$ cat src/rtl/e203_exu_longp_cmt_buf.sv
// Long-pipe commit buffer: captures out-of-order LSU/MULDIV completions by OITF tag
// and releases them in OITF order to write-back, exception commit, or silent retire.
module e203_exu_longp_cmt_buf #(
    parameter int unsigned DEPTH   = 2,
    parameter int unsigned PTR_W   = 1,
    parameter int unsigned XLEN    = 32,
    parameter int unsigned RFIDX_W = 5
) (
    input  logic               clk,
    input  logic               rst,

    input  logic               lsu_rsp_valid,
    output logic               lsu_rsp_ready,
    input  logic [PTR_W-1:0]   lsu_rsp_itag,
    input  logic [XLEN-1:0]    lsu_rsp_wdat,
    input  logic               lsu_rsp_err,

    input  logic               mdv_rsp_valid,
    output logic               mdv_rsp_ready,
    input  logic [PTR_W-1:0]   mdv_rsp_itag,
    input  logic [XLEN-1:0]    mdv_rsp_wdat,

    input  logic               oitf_empty,
    input  logic [PTR_W-1:0]   oitf_ret_ptr,
    input  logic [RFIDX_W-1:0] oitf_ret_rdidx,
    input  logic               oitf_ret_rdwen,
    input  logic               oitf_ret_rdfpu,
    output logic               oitf_ret_ena,

    output logic               longp_wbck_o_valid,
    input  logic               longp_wbck_o_ready,
    output logic [XLEN-1:0]    longp_wbck_o_wdat,
    output logic [4:0]         longp_wbck_o_flags,
    output logic [RFIDX_W-1:0] longp_wbck_o_rdidx,
    output logic               longp_wbck_o_rdfpu,

    output logic               longp_excp_o_valid,
    input  logic               longp_excp_o_ready,
    output logic [PTR_W-1:0]   longp_excp_o_itag
);

    logic [DEPTH-1:0] vld_q, vld_d;
    logic [DEPTH-1:0] err_q, err_d;
    logic [XLEN-1:0]  data_q [DEPTH];
    logic [XLEN-1:0]  data_d [DEPTH];

    logic lsu_hs, mdv_hs;
    logic head_rdy, head_err, retire;

    always_comb begin
        lsu_rsp_ready = ~vld_q[lsu_rsp_itag];
        // Same-tag collision: LSU has priority, MULDIV waits.
        mdv_rsp_ready = ~vld_q[mdv_rsp_itag]
                        & ~(lsu_rsp_valid & (lsu_rsp_itag == mdv_rsp_itag));
        lsu_hs = lsu_rsp_valid & lsu_rsp_ready;
        mdv_hs = mdv_rsp_valid & mdv_rsp_ready;

        head_rdy = ~oitf_empty & vld_q[oitf_ret_ptr];
        head_err = err_q[oitf_ret_ptr];

        longp_excp_o_valid = head_rdy & head_err;
        longp_wbck_o_valid = head_rdy & ~head_err & oitf_ret_rdwen;

        // Payloads are zeroed while their valid is low so idle outputs read as 0.
        longp_excp_o_itag  = longp_excp_o_valid ? oitf_ret_ptr : '0;
        longp_wbck_o_wdat  = longp_wbck_o_valid ? data_q[oitf_ret_ptr] : '0;
        longp_wbck_o_rdidx = longp_wbck_o_valid ? oitf_ret_rdidx : '0;
        longp_wbck_o_rdfpu = longp_wbck_o_valid & oitf_ret_rdfpu;
        longp_wbck_o_flags = '0;

        retire = (longp_excp_o_valid & longp_excp_o_ready)
               | (longp_wbck_o_valid & longp_wbck_o_ready)
               | (head_rdy & ~head_err & ~oitf_ret_rdwen);
        oitf_ret_ena = retire;
    end

    always_comb begin
        vld_d = vld_q;
        err_d = err_q;
        for (int unsigned i = 0; i < DEPTH; i++) begin
            data_d[i] = data_q[i];
        end
        if (retire) begin
            vld_d[oitf_ret_ptr] = 1'b0;
        end
        if (lsu_hs) begin
            vld_d[lsu_rsp_itag]  = 1'b1;
            err_d[lsu_rsp_itag]  = lsu_rsp_err;
            data_d[lsu_rsp_itag] = lsu_rsp_wdat;
        end
        if (mdv_hs) begin
            vld_d[mdv_rsp_itag]  = 1'b1;
            err_d[mdv_rsp_itag]  = 1'b0;
            data_d[mdv_rsp_itag] = mdv_rsp_wdat;
        end
    end

    always_ff @(posedge clk) begin
        if (rst) begin
            vld_q <= '0;
            err_q <= '0;
        end else begin
            vld_q <= vld_d;
            err_q <= err_d;
        end
    end

    // Slot data carries no reset; it is only observed behind a set vld bit.
    always_ff @(posedge clk) begin
        data_q <= data_d;
    end

endmodule
$ cat config.mk
export PLATFORM = sky130hd
export DESIGN_NAME = e203_exu_longp_cmt_buf
export DESIGN_NICKNAME = d
export VERILOG_FILES = /design/src/rtl/e203_exu_longp_cmt_buf.sv
export SDC_FILE = /design/constraint.sdc
export NUM_CORES = 1
export LEC_CHECK = 0
export ABC_AREA = 1
export ABC_CLOCK_PERIOD_IN_PS = 1300
export CAP_MARGIN = 40
export CORE_AREA = 2 2 98 100
export DETAILED_ROUTE_END_ITERATION = 10
export DIE_AREA = 0 0 100 102
export GPL_ROUTABILITY_DRIVEN = 0
export HOLD_SLACK_MARGIN = 0.08
export MAX_ROUTING_LAYER = met4
export PLACE_DENSITY = 0.84
export SLEW_MARGIN = 10
export SYNTH_ARGS = -nofsm -noshare
export SYNTH_HDL_FRONTEND = slang
export SYNTH_SLANG_ARGS = --single-unit
$ cat constraint.sdc
create_clock -name clk -period 1.3 [get_ports clk]
set_input_delay 0.13 -clock clk [delete_from_list [all_inputs] [get_ports clk]]
set_output_delay 0.13 -clock clk [all_outputs]
set_load 0.005 [all_outputs]
==> results by group, run 1 <==
Timing
  • Final setup margin: -0.562 ns
  • Fmax: between 500 and 600 MHz
  • Relative max-transition margin: a little under three fifths
  • Measured slew at the worst slew-check pin: approximately 0.66 ns
  • RSZ-0062 raised after global routing: true
  • Fin. max-slew vios: 0
  • Min Tclk post-route: between 1.5 and 2 ns
  • Fin crit share: 143%
  • Worst Skew: 0.0120 ns
  • Final Setup Violations: between 100 and 150
  • Final hold vios: 0

Clock network
  • CTS tree: built
  • Max Buffers Root-to-Sink: 2
  • Clock sink total: 68
  • H-tree lvl count: 3
  • Hold_buf cts: 0
  • Clock-pin transition on the worst setup and hold timing paths: about 0.080 ns
  • Clk_lat worst skew: approximately 0.34 ns
  • CTS buffer count: 9
  • Root cell of the clock tree: clkbuf_8

Logic synthesis
  • Yosys warns: 0
  • Post-Synth XOR/XNOR Area: 0%
  • Mux cell area share after synthesis: 0%
  • Area leader, netlist: dfxtp_1
  • Unique cell type count in the Yosys netlist: 27
  • Yosys reg bits: a little under 70
  • Share of the yosys chip area belonging to registers: between 30 and 40%
  • Ranking of synthesized cells by area: dfxtp_1 38%, nand2_1 17%, nor2_1 7.6%
  • Mapped Cells: between 500 and 600
  • Main combinational cell family by area after synthesis: simple AND/OR/NAND/NOR gates
  • Simple-gate share of the synthesized area: between 30% and 40%
  • Avg Inst Size Synth: 6.63 um^2
  • Area fraction of the dominant cell type after synthesis: 37.8%
  • Mapped Area: 3600 um^2
  • Compound-Gate Fraction of Synth Area: between 10% and 20%
  • Post-Synth Adder-Cell Area: 0%

Pwr
  • Clock power frac: 25.7%
  • Lkg Pwr: ~3 nW
  • PwrDens: ~1100 nW/um^2
  • Comb power frac: 34.5%
  • Sequential power share: 39.8%
  • Net Sw Power: 2.39 mW
  • Design internal power: around 4.7 mW
  • Switching part of the total: between 30 and 40%
  • Max VDD drop: just under 600 uV
  • Total power: just over 7 mW

Global route
  • Initial antenna violation count: 0
  • Met1 GRT Util: roughly 36%
  • Grt met2 use: between 50% and 60%
  • Total congestion overflow: 0
  • Total GRT Usage: around 32%
  • Global route hottest layer: met2
  • First-pass GRT wire length: 24.9 mm
  • Number of global-route vias before repair: 5019
  • GRT met3 Usage: just under 7%
  • Largest net degree at the start of global routing: 21

Hold path
  • Hold Path Class: in -> reg

Route
  • Final ANT Viol Nets: 0
  • DR DRC count: 0
  • Via density: 5.87
  • Initial drt markers: 399
  • Drt wl/cell: 20.2 um
  • Pre-antenna DRT Iters: 7
  • Vias: about 5000
  • Routed Wire Length: 17.1 mm

Setup path
  • Crit path required time: about 1.2 ns
  • Crit path launch type: register
  • Crit path DAT: ~1.7 ns
  • Crit Path Max Fanout: 5
  • Critical Path End Type: output pin
  • Kind of critical path: reg -> out

Place
  • Port Buffers: around 130
  • HPWL after detailed placement: 8.66 mm
  • Dpl cells: around 780

Floorplanning
  • Height of the die: between 100 and 150 um
  • Initial Util: 39.5%
  • FP Rows: 35
  • Die area: ~10000 um^2
  • Io pins: 131
  • Core Box Area: between 9000 and 10000 um^2
  • Die Wd: ~100 um

Cells and area
  • Area grow syn2layout: 87.2%
  • Non-filler cells, final: about 850
  • Fraction of layout cells with a size suffix above 1: 38.7%
  • Final nets: 813
  • Antenna cells: 0
  • Filler instances: around 580

Outcome
  • Status: finished, violations left
  • Failing checks: negative setup slack

Job
  • Max_cap viols: 0
[cell usage after synthesis]
cell,count
nand3_1,36
nor2_1,73
buf_4,7
nor2_4,2
and3_4,1
nand2_4,1
clkbuf_1,15
nor2_2,1
a31oi_2,4
a211oi_2,1
buf_2,17
inv_2,4
nor3_2,1
nand2_1,166
inv_1,22
nand4_1,2
a21oi_2,10
o21ai_1,11
a31oi_1,42
buf_6,4
or2_2,1
o21ai_0,26
nand2_2,4
dfxtp_1,68
conb_1,1
a21oi_1,22
a211oi_1,1
[power by group through the flow]
stage                     registers (mW)  logic [mW]  clock network [mW]
after floorplan                     2.76       0.912                   0
after global placement              2.80        1.55                   0
after detailed placement            2.81        1.60                   0
after CTS                           2.79        2.12                1.80
after global routing                2.87        2.62                1.94
final                               2.84        2.46                1.83
[layout by cell type (no fill, tap or decap), types with 7 or more instances in the layout]
| master | instances |
|---|---|
| buf_16 | 14 |
| nand3_1 | 32 |
| nor2_2 | 15 |
| buf_6 | 17 |
| nand2_1 | 159 |
| buf_8 | 7 |
| clkdlybuf4s50_1 | 77 |
| buf_2 | 42 |
| a31oi_1 | 30 |
| a21oi_2 | 25 |
| buf_12 | 12 |
| inv_1 | 19 |
| buf_4 | 36 |
| o21ai_2 | 12 |
| o21ai_1 | 19 |
| dfxtp_1 | 65 |
| a31oi_4 | 10 |
| nor2_1 | 27 |
| nor2_4 | 34 |
| clkbuf_8 | 11 |
[through the flow]
step / setup slack (ns) / area [um^2] / TNS (ns) / utilization [%] / hold slack (ns)
2_1_floorplan: 0.0431 / 3610 / 0 / - / 0.203
3_3_place_gp: -0.798 / 5150 / -55.93 / 56.6 / 0.469
3_5_place_dp: -0.845 / 5150 / -60.31 / 56.6 / 0.476
4_1_cts: -0.551 / 6370 / -28.72 / 69.9 / 0.371
5_1_grt: -0.651 / 6740 / -35.61 / 74.0 / 0.394
6_report: -0.562 / 6740 / -29.65 / 74.0 / 0.374
[logic make-up (layout without fill, tap and decap cells)]
kind of cell	after synthesis	in the layout
AOI/OAI and AO/OA	117	117
buffers and inverters	69	256
other	1	5
and+or+nand+nor	288	290
DFF	68	68
[layer usage]
layer	wire, um	vias to the layer above
met5	0	-
met4	1180	0
met3	1530	112
met2	8170	367
met1	6230	2315
li1	-	2177
[path summary, 6_finish.rpt]
| kind | startpoint | endpoint | slack [ns] | depth (start not counted) |
|---|---|---|---|---|
| setup / recovery | vld_q[1] | longp_wbck_o_wdat[26] | -0.56 | 9 |
| hold / removal | mdv_rsp_wdat[22] | data_q[22] | 0.37 | 3 |
| setup reg to reg | vld_q[0] | data_q[53] | -0.24 | 8 |
| hold reg to reg | data_q[44] | data_q[44] | 0.49 | 2 |
[registers in the layout, indices dropped and copies added (netlist names)]
name / cells
err_q: 2
data_q: 64
vld_q: 2
[worst max-delay path: stages (launching register included)]
cell       delay (ns)
dfxtp_2          0.34
nand2_2          0.07
nand2_4          0.09
nand2_4          0.05
nor2_4           0.09
nand2_4          0.08
buf_4            0.15
bufbuf_16        0.27
a21oi_4          0.12
buf_6            0.12
[timing repair]
item,in CTS,in global routing
setup buffers,31,6
endpoints found under the setup margin,111,112
resized for setup,328,82
pin swaps,14,14
gates cloned,20,1
[layout make-up]
cell class	instances	area, um^2	share of cell area [%]
multi-input combinational	412	2620	38.8
timing repair buffer	212	2270	33.7
sequential	68	1370	20.3
clock buffer	12	155	2.30
tap	111	139	2.06
inverter	26	114	1.69
clock inverter	4	47.5	0.705
timing repair inverter	2	27.5	0.408
(Power assumes the default switching activity.)
==> inputs of run 2 (changes only) <==
--- a/config.mk
+++ b/config.mk
@@ -9,6 +9,7 @@
 export ABC_CLOCK_PERIOD_IN_PS = 1300
 export CAP_MARGIN = 40
 export CORE_AREA = 2 2 98 100
+export CTS_BUF_LIST = sky130_fd_sc_hd__clkbuf_16
 export DETAILED_ROUTE_END_ITERATION = 10
 export DIE_AREA = 0 0 100 102
 export GPL_ROUTABILITY_DRIVEN = 0
==> results by group, run 2 (same netlist as run 1, synthesis figures left out) <==
Outcome
  • Status: finished, violations left
  • Failing checks: negative setup slack

Cells and area
  • Most frequent cells in the layout: 159 x nand2_1, 78 x clkdlybuf4s50_1, 65 x dfxtp_1
  • Fraction of layout cells with a size suffix above 1: 39.1% (+0.35 points)
  • Max reg flops: 64 (unchanged)
  • Commonest non-fill, non-tap cell in the layout: nand2_1
  • Biggest regs: data_q: 64 flops, err_q: 2 flops, vld_q: 2 flops
  • Biggest register: data_q
  • Area grow syn2layout: 88.3%
  • Filler instances: 597 (+2.6%)
  • Antenna cells: 0 (unchanged)
  • Final nets: 814 (+0.12%)

Clock network
  • Hold_buf cts: 0 (unchanged)
  • Clock-pin transition on the worst setup and hold timing paths: 0.06 ns (-0.02 ns)
  • H-tree lvl count: 3 (unchanged)
  • CTS buffer count: 9 (unchanged)
  • Max Buffers Root-to-Sink: 2 (unchanged)
  • CTS tree: built
  • Clock sink total: 68 (unchanged)
  • Clk_lat worst skew: 0.34 ns (about the same)
  • Root cell of the clock tree: clkbuf_16

Global route
  • Initial antenna violation count: 0 (unchanged)
  • Number of global-route vias before repair: 4985 (-0.68%)
  • Total congestion overflow: 0 (unchanged)
  • Total GRT Usage: 32.8% (+0.58 points)
  • Largest net degree at the start of global routing: 21 (unchanged)
  • First-pass GRT wire length: 25.3 mm (+1.4%)

Place
  • HPWL after detailed placement: 8.66 mm (unchanged)
  • DP Worst Slack: -0.845 ns (unchanged)
  • Port Buffers: 125 (unchanged)

Timing
  • Fin crit share: 141% (-2.0 points)
  • RSZ-0062 raised after global routing: true
  • Final setup margin: -0.536 ns (+0.0258 ns)
  • Min Tclk post-route: 1.84 ns (-0.0258 ns)
  • Measured slew at the worst slew-check pin: 0.635 ns (-0.0271 ns)
  • Final hold vios: 0 (unchanged)
  • Worst Skew: 0.00670 ns (-0.00527 ns)
  • Fmax: 545 MHz (+1.4%)
  • Relative max-transition margin: 57.5% (+1.7 points)
  • Final Setup Violations: 108 (-1.8%)
  • Setup TNS: -31.32 ns (-1.67 ns)
  • Fin. max-slew vios: 0 (unchanged)

Route
  • Via density: 5.96 (+1.5%)
  • Drt wl/cell: 21.1 um (+4.6%)
  • Initial drt markers: 569 (+43%)
  • DR DRC count: 0 (unchanged)
  • Vias: 5054 (+1.7%)
  • Pre-antenna DRT Iters: 6 (-1)
  • Final ANT Viol Nets: 0 (unchanged)
  • Routed Wire Length: 17.9 mm (+4.7%)

Job
  • Max_cap viols: 0 (unchanged)

Hold path
  • Hold Path Class: in -> reg
  • Hold path cells: 3 (unchanged)

Pwr
  • Total power: 7.73 mW (+8.4%)
  • PwrDens: 1140 nW/um^2 (+7.8%)
  • Lkg Pwr: 2.97 nW (+0.32%)
  • Max VDD drop: 725 uV (+22%)

Setup path
  • Crit path DAT: 1.71 ns (-0.02 ns)
  • Worst path top cell family by delay: buffers and inverters
  • Crit path launch type: register
  • R2R depth: 13 (+5)
  • Crit path required time: 1.17 ns (about the same)
  • Crit Path Max Fanout: 6 (+1)
  • WP buf/inv: 4 (+1)
  • CP Cell Sequence: nand2_2 > nand2_2 > nand2_4 > nor2_4 > nand2_4 > buf_12 > buf_8 > buf_4 > a21oi_2 > buf_2
  • Slowest-stage cell, CP: dfxtp_2
  • Max stage delay on crit path: 0.33 ns (about the same)
  • Kind of critical path: reg -> out
  • Critical path depth: 10 (+1)
  • Critical Path End Type: output pin

Floorplanning
  • Height of the die: 102 um (unchanged)
  • Io pins: 131 (unchanged)
  • Initial Util: 39.5% (unchanged)
  • Die Wd: 100 um (unchanged)
  • Die area: 10200 um^2 (unchanged)
  • FP Rows: 35 (unchanged)
  • Core Box Area: 9110 um^2 (unchanged)
-- run 2: what timing repair did --
action | 4_1_cts | 5_1_grt
pin swaps | 10 | 10
resized for setup | 308 | 124
buffers inserted | 27 | 10
cloned | 17 | 2
endpoints found under the setup margin | 112 | 112
-- run 2: power breakdown --
group	switching [mW]	internal [mW]	total [mW]
Combinational	1.28	1.18	2.46
Clock	0.958	1.46	2.42
Sequential	0.302	2.55	2.85
-- run 2: worst register-to-register path, delay by kind of cell, from the launching register on --
kind,cells,cell delay [ns]
buffers and inverters,7,0.72
DFF,1,0.33
and+or+nand+nor,6,0.56
-- run 2: path summary, 6_finish.rpt --
path / endpoint / start / slack, ns
setup / recovery: longp_wbck_o_wdat[2] / vld_q[1] / -0.54
hold / removal: data_q[9] / lsu_rsp_wdat[9] / 0.41
setup reg to reg: vld_q[0] / vld_q[1] / -0.41
hold reg to reg: data_q[17] / data_q[17] / 0.49
-- run 2: area by class of cell --
type                    count  area [um^2]  share of cell area [%]
clock buffers               9          225                    3.32
clock inverters             7         58.8                   0.868
inverters                  26          110                    1.62
multi-input cells         411         2640                    38.9
flip-flops and latches     68         1370                    20.1
well taps                 111          139                    2.05
repair buffers            213         2210                    32.7
repair inverters            3         28.8                   0.425
-- run 2: stage by stage --
step	cells	instance area, um^2	util, %	hold WS [ns]
4_1_cts	842	6220	68.3	0.384
5_1_grt	848	6780	74.4	0.426
2_1_floorplan	547	3610	-	0.203
6_report	848	6780	74.4	0.412
3_5_place_dp	783	5150	56.6	0.476
3_3_place_gp	783	5150	56.6	0.469
-- run 2: metal layers --
metal | GRT usage (%) | vias up | wire length, um
met5 | - | - | 0
met4 | 21.7 | 0 | 1340
met3 | 5.75 | 153 | 1790
met2 | 53.6 | 415 | 8480
met1 | 37.0 | 2313 | 6310
li1 | - | 2173 | -
==> inputs of run 3 (changes only) <==
--- a/config.mk
+++ b/config.mk
@@ -13,6 +13,7 @@
 export DETAILED_ROUTE_END_ITERATION = 10
 export DIE_AREA = 0 0 100 102
 export GPL_ROUTABILITY_DRIVEN = 0
+export GPL_TIMING_DRIVEN = 0
 export HOLD_SLACK_MARGIN = 0.08
 export MAX_ROUTING_LAYER = met4
 export PLACE_DENSITY = 0.84
==> constraint.sdc (replaced) <==
create_clock -name clk -period 1.3 [get_ports clk]
set_input_delay 0.26 -clock clk [delete_from_list [all_inputs] [get_ports clk]]
set_output_delay 0.26 -clock clk [all_outputs]
set_load 0.005 [all_outputs]
==> results by group, run 3 (same netlist as run 1, synthesis figures left out) <==
Clock network
  • Max Buffers Root-to-Sink: 2 (unchanged)
  • Root cell of the clock tree: clkbuf_16
  • H-tree lvl count: 3 (unchanged)
  • CTS buffer count: 9 (unchanged)
  • Clock sink total: 68 (unchanged)
  • Hold_buf cts: 0 (unchanged)
  • CTS tree: built
  • Clk_lat worst skew: 0.35 ns (about the same)
  • Clock-pin transition on the worst setup and hold timing paths: 0.06 ns (about the same)

Cells and area
  • Final nets: 815 (+0.12%)
  • Commonest non-fill, non-tap cell in the layout: nand2_1
  • Max reg flops: 64 (unchanged)
  • Post-route cell area: 6830 um^2 (+0.78%)
  • Biggest register: data_q
  • Biggest regs: data_q: 64 flops, err_q: 2 flops, vld_q: 2 flops
  • Most frequent cells in the layout: 150 x nand2_1, 77 x clkdlybuf4s50_1, 64 x dfxtp_1
  • Antenna cells: 0 (unchanged)
  • Filler instances: 532 (-11%)
  • Area grow syn2layout: 89.7%
  • Final core area utilization: 75.0% (+0.58 points)
  • Fraction of layout cells with a size suffix above 1: 41.9% (+2.8 points)

Setup path
  • Kind of critical path: reg -> out
  • Crit path required time: 1.04 ns (-0.13 ns)
  • R2R depth: 8 (-5)
  • Crit path launch type: register
  • R2R Path End: data_q[57]
  • Startpoint of the worst register-to-register path: vld_q[0]
  • Reg-to-reg setup timing slack: -0.42 ns (about the same)
  • Crit Path Max Fanout: 5 (-1)
  • Critical Path End Type: output pin
  • Crit path DAT: 1.73 ns (+0.02 ns)

Route
  • Final ANT Viol Nets: 0 (unchanged)
  • Met3 routed WL: 2.32 mm (+30%)
  • Via density: 6.24 (+4.7%)
  • Routed Wire Length: 19.4 mm (+8.5%)
  • Metal2 WL: 8.76 mm (+3.3%)
  • Highest routed layer: met4
  • Pre-antenna DRT Iters: 5 (-1)
  • Initial drt markers: 546 (-4.0%)
  • DRT met1 WL: 6.58 mm (+4.2%)
  • Vias: 5290 (+4.7%)
  • DR DRC count: 0 (unchanged)
  • Drt wl/cell: 22.9 um (+8.5%)

Timing
  • Fin Hold WS: 0.486 ns (+0.0738 ns)
  • Measured slew at the worst slew-check pin: 0.814 ns (+0.179 ns)
  • Fin. max-slew vios: 0 (unchanged)
  • Fin crit share: 153% (+12 points)
  • Min Tclk post-route: 1.99 ns (+0.154 ns)
  • Final hold vios: 0 (unchanged)
  • Final setup margin: -0.690 ns (-0.154 ns)
  • Relative max-transition margin: 45.7% (-12 points)
  • Fmax: 503 MHz (-7.7%)
  • Worst Skew: 0.00896 ns (+0.00227 ns)
  • RSZ-0062 raised after global routing: true
  • Final Setup Violations: 112 (+3.7%)

Floorplanning
  • Initial Util: 39.5% (unchanged)
  • Die Wd: 100 um (unchanged)
  • Height of the die: 102 um (unchanged)
  • Die area: 10200 um^2 (unchanged)
  • Core Box Area: 9110 um^2 (unchanged)
  • FP Rows: 35 (unchanged)
  • Io pins: 131 (unchanged)

Global route
  • Number of global-route vias before repair: 4922 (-1.3%)
  • Total congestion overflow: 0 (unchanged)
  • Largest net degree at the start of global routing: 11 (-48%)
  • First-pass GRT wire length: 24.2 mm (-4.2%)
  • Initial antenna violation count: 0 (unchanged)
  • Total GRT Usage: 31.7% (-1.1 points)

Place
  • Port Buffers: 125 (unchanged)
  • HPWL after detailed placement: 9.09 mm (+5.0%)
  • Placed cell area: 5020 um^2 (-2.7%)

Pwr
  • PwrDens: 1120 nW/um^2 (-1.8%)
  • Total power: 7.65 mW (-1.0%)
  • Lkg Pwr: 2.95 nW (-0.47%)
  • Max VDD drop: 732 uV (+1.1%)

Hold path
  • Hold path cells: 2 (-1)
  • Hold Path Class: reg -> reg
  • Hold Crit Start: data_q[62]
  • Worst Hold End: data_q[62]

Job
  • Max_cap viols: 0 (unchanged)

Outcome
  • Failing checks: negative setup slack
  • Status: finished, violations left
## run 3: cell types whose count changed in the layout (fill, tap and decap cells not counted), sizes merged
cell and delta:
clkbuf +21, buf -16, inv -3, bufbuf -1
bufinv -1, clkdlybuf4s50 -1, clkinv +1, clkinvlp -1
dlygate4sd2 -1, dlymetal6s2s +1, nand2 +1
## run 3: power by group
group          internal [mW]  total (mW)  switching (mW)
combinational           1.21        2.59            1.39
sequential              2.55        2.89           0.334
clock                   1.24        2.18           0.932
total                   5.00        7.65            2.65
## run 3: cell type report
| class | count | area (um^2) | share of cell area (%) |
|---|---|---|---|
| inverters | 26 | 118 | 1.72 |
| multi-input cells | 412 | 2770 | 40.6 |
| flip-flops and latches | 68 | 1370 | 20.1 |
| clock buffers | 9 | 225 | 3.30 |
| plain buffers | 42 | 443 | 6.48 |
| clock inverters | 6 | 25.0 | 0.366 |
| repair buffers | 174 | 1740 | 25.5 |
| well taps | 111 | 139 | 2.03 |
## run 3: timing repair
item,4_1_cts,5_1_grt
pin swaps,12,20
cloned,8,6
buffers inserted,29,10
endpoints found under the setup margin,110,112
gates resized for setup,328,179
## run 3: worst max-delay path, stage by stage, from the launching register on
cell	delay (ns)
dfxtp_4	0.36
nand2_2	0.05
nand2_2	0.09
nand2_4	0.06
nor2_4	0.10
nand2_4	0.12
buf_8	0.18
buf_12	0.14
a21oi_4	0.14
buf_2	0.14
## run 3: worst max path at each step
stage,start,to,slack [ns],cells past startpoint
floorplan,vld_q[1],longp_wbck_o_wdat[19],-0.02,8
global placement,oitf_ret_ptr,longp_wbck_o_wdat[27],-1.25,11
detailed placement,oitf_ret_ptr,longp_wbck_o_wdat[27],-1.29,11
CTS,vld_q[1],longp_wbck_o_wdat[27],-0.60,9
global route,vld_q[0],longp_wbck_o_wdat[27],-0.72,9
finish,vld_q[0],longp_wbck_o_wdat[27],-0.69,9
## run 3: routing by layer
layer / up-vias / global-route usage (%)
met4: 0 / 21.0
met3: 179 / 7.11
met1: 2412 / 34.4
met2: 525 / 52.2
li1: 2174 / -
met5: - / -
## run 3: per-stage QoR
| stage | TNS, ns | instances | setup slack [ns] |
|---|---|---|---|
| after floorplan | -0.185 | 547 | -0.0185 |
| after global placement | -83.88 | 783 | -1.25 |
| after detailed placement | -88.60 | 783 | -1.29 |
| after CTS | -27.95 | 835 | -0.602 |
| after global routing | -49.69 | 848 | -0.724 |
| final | -45.70 | 848 | -0.690 |
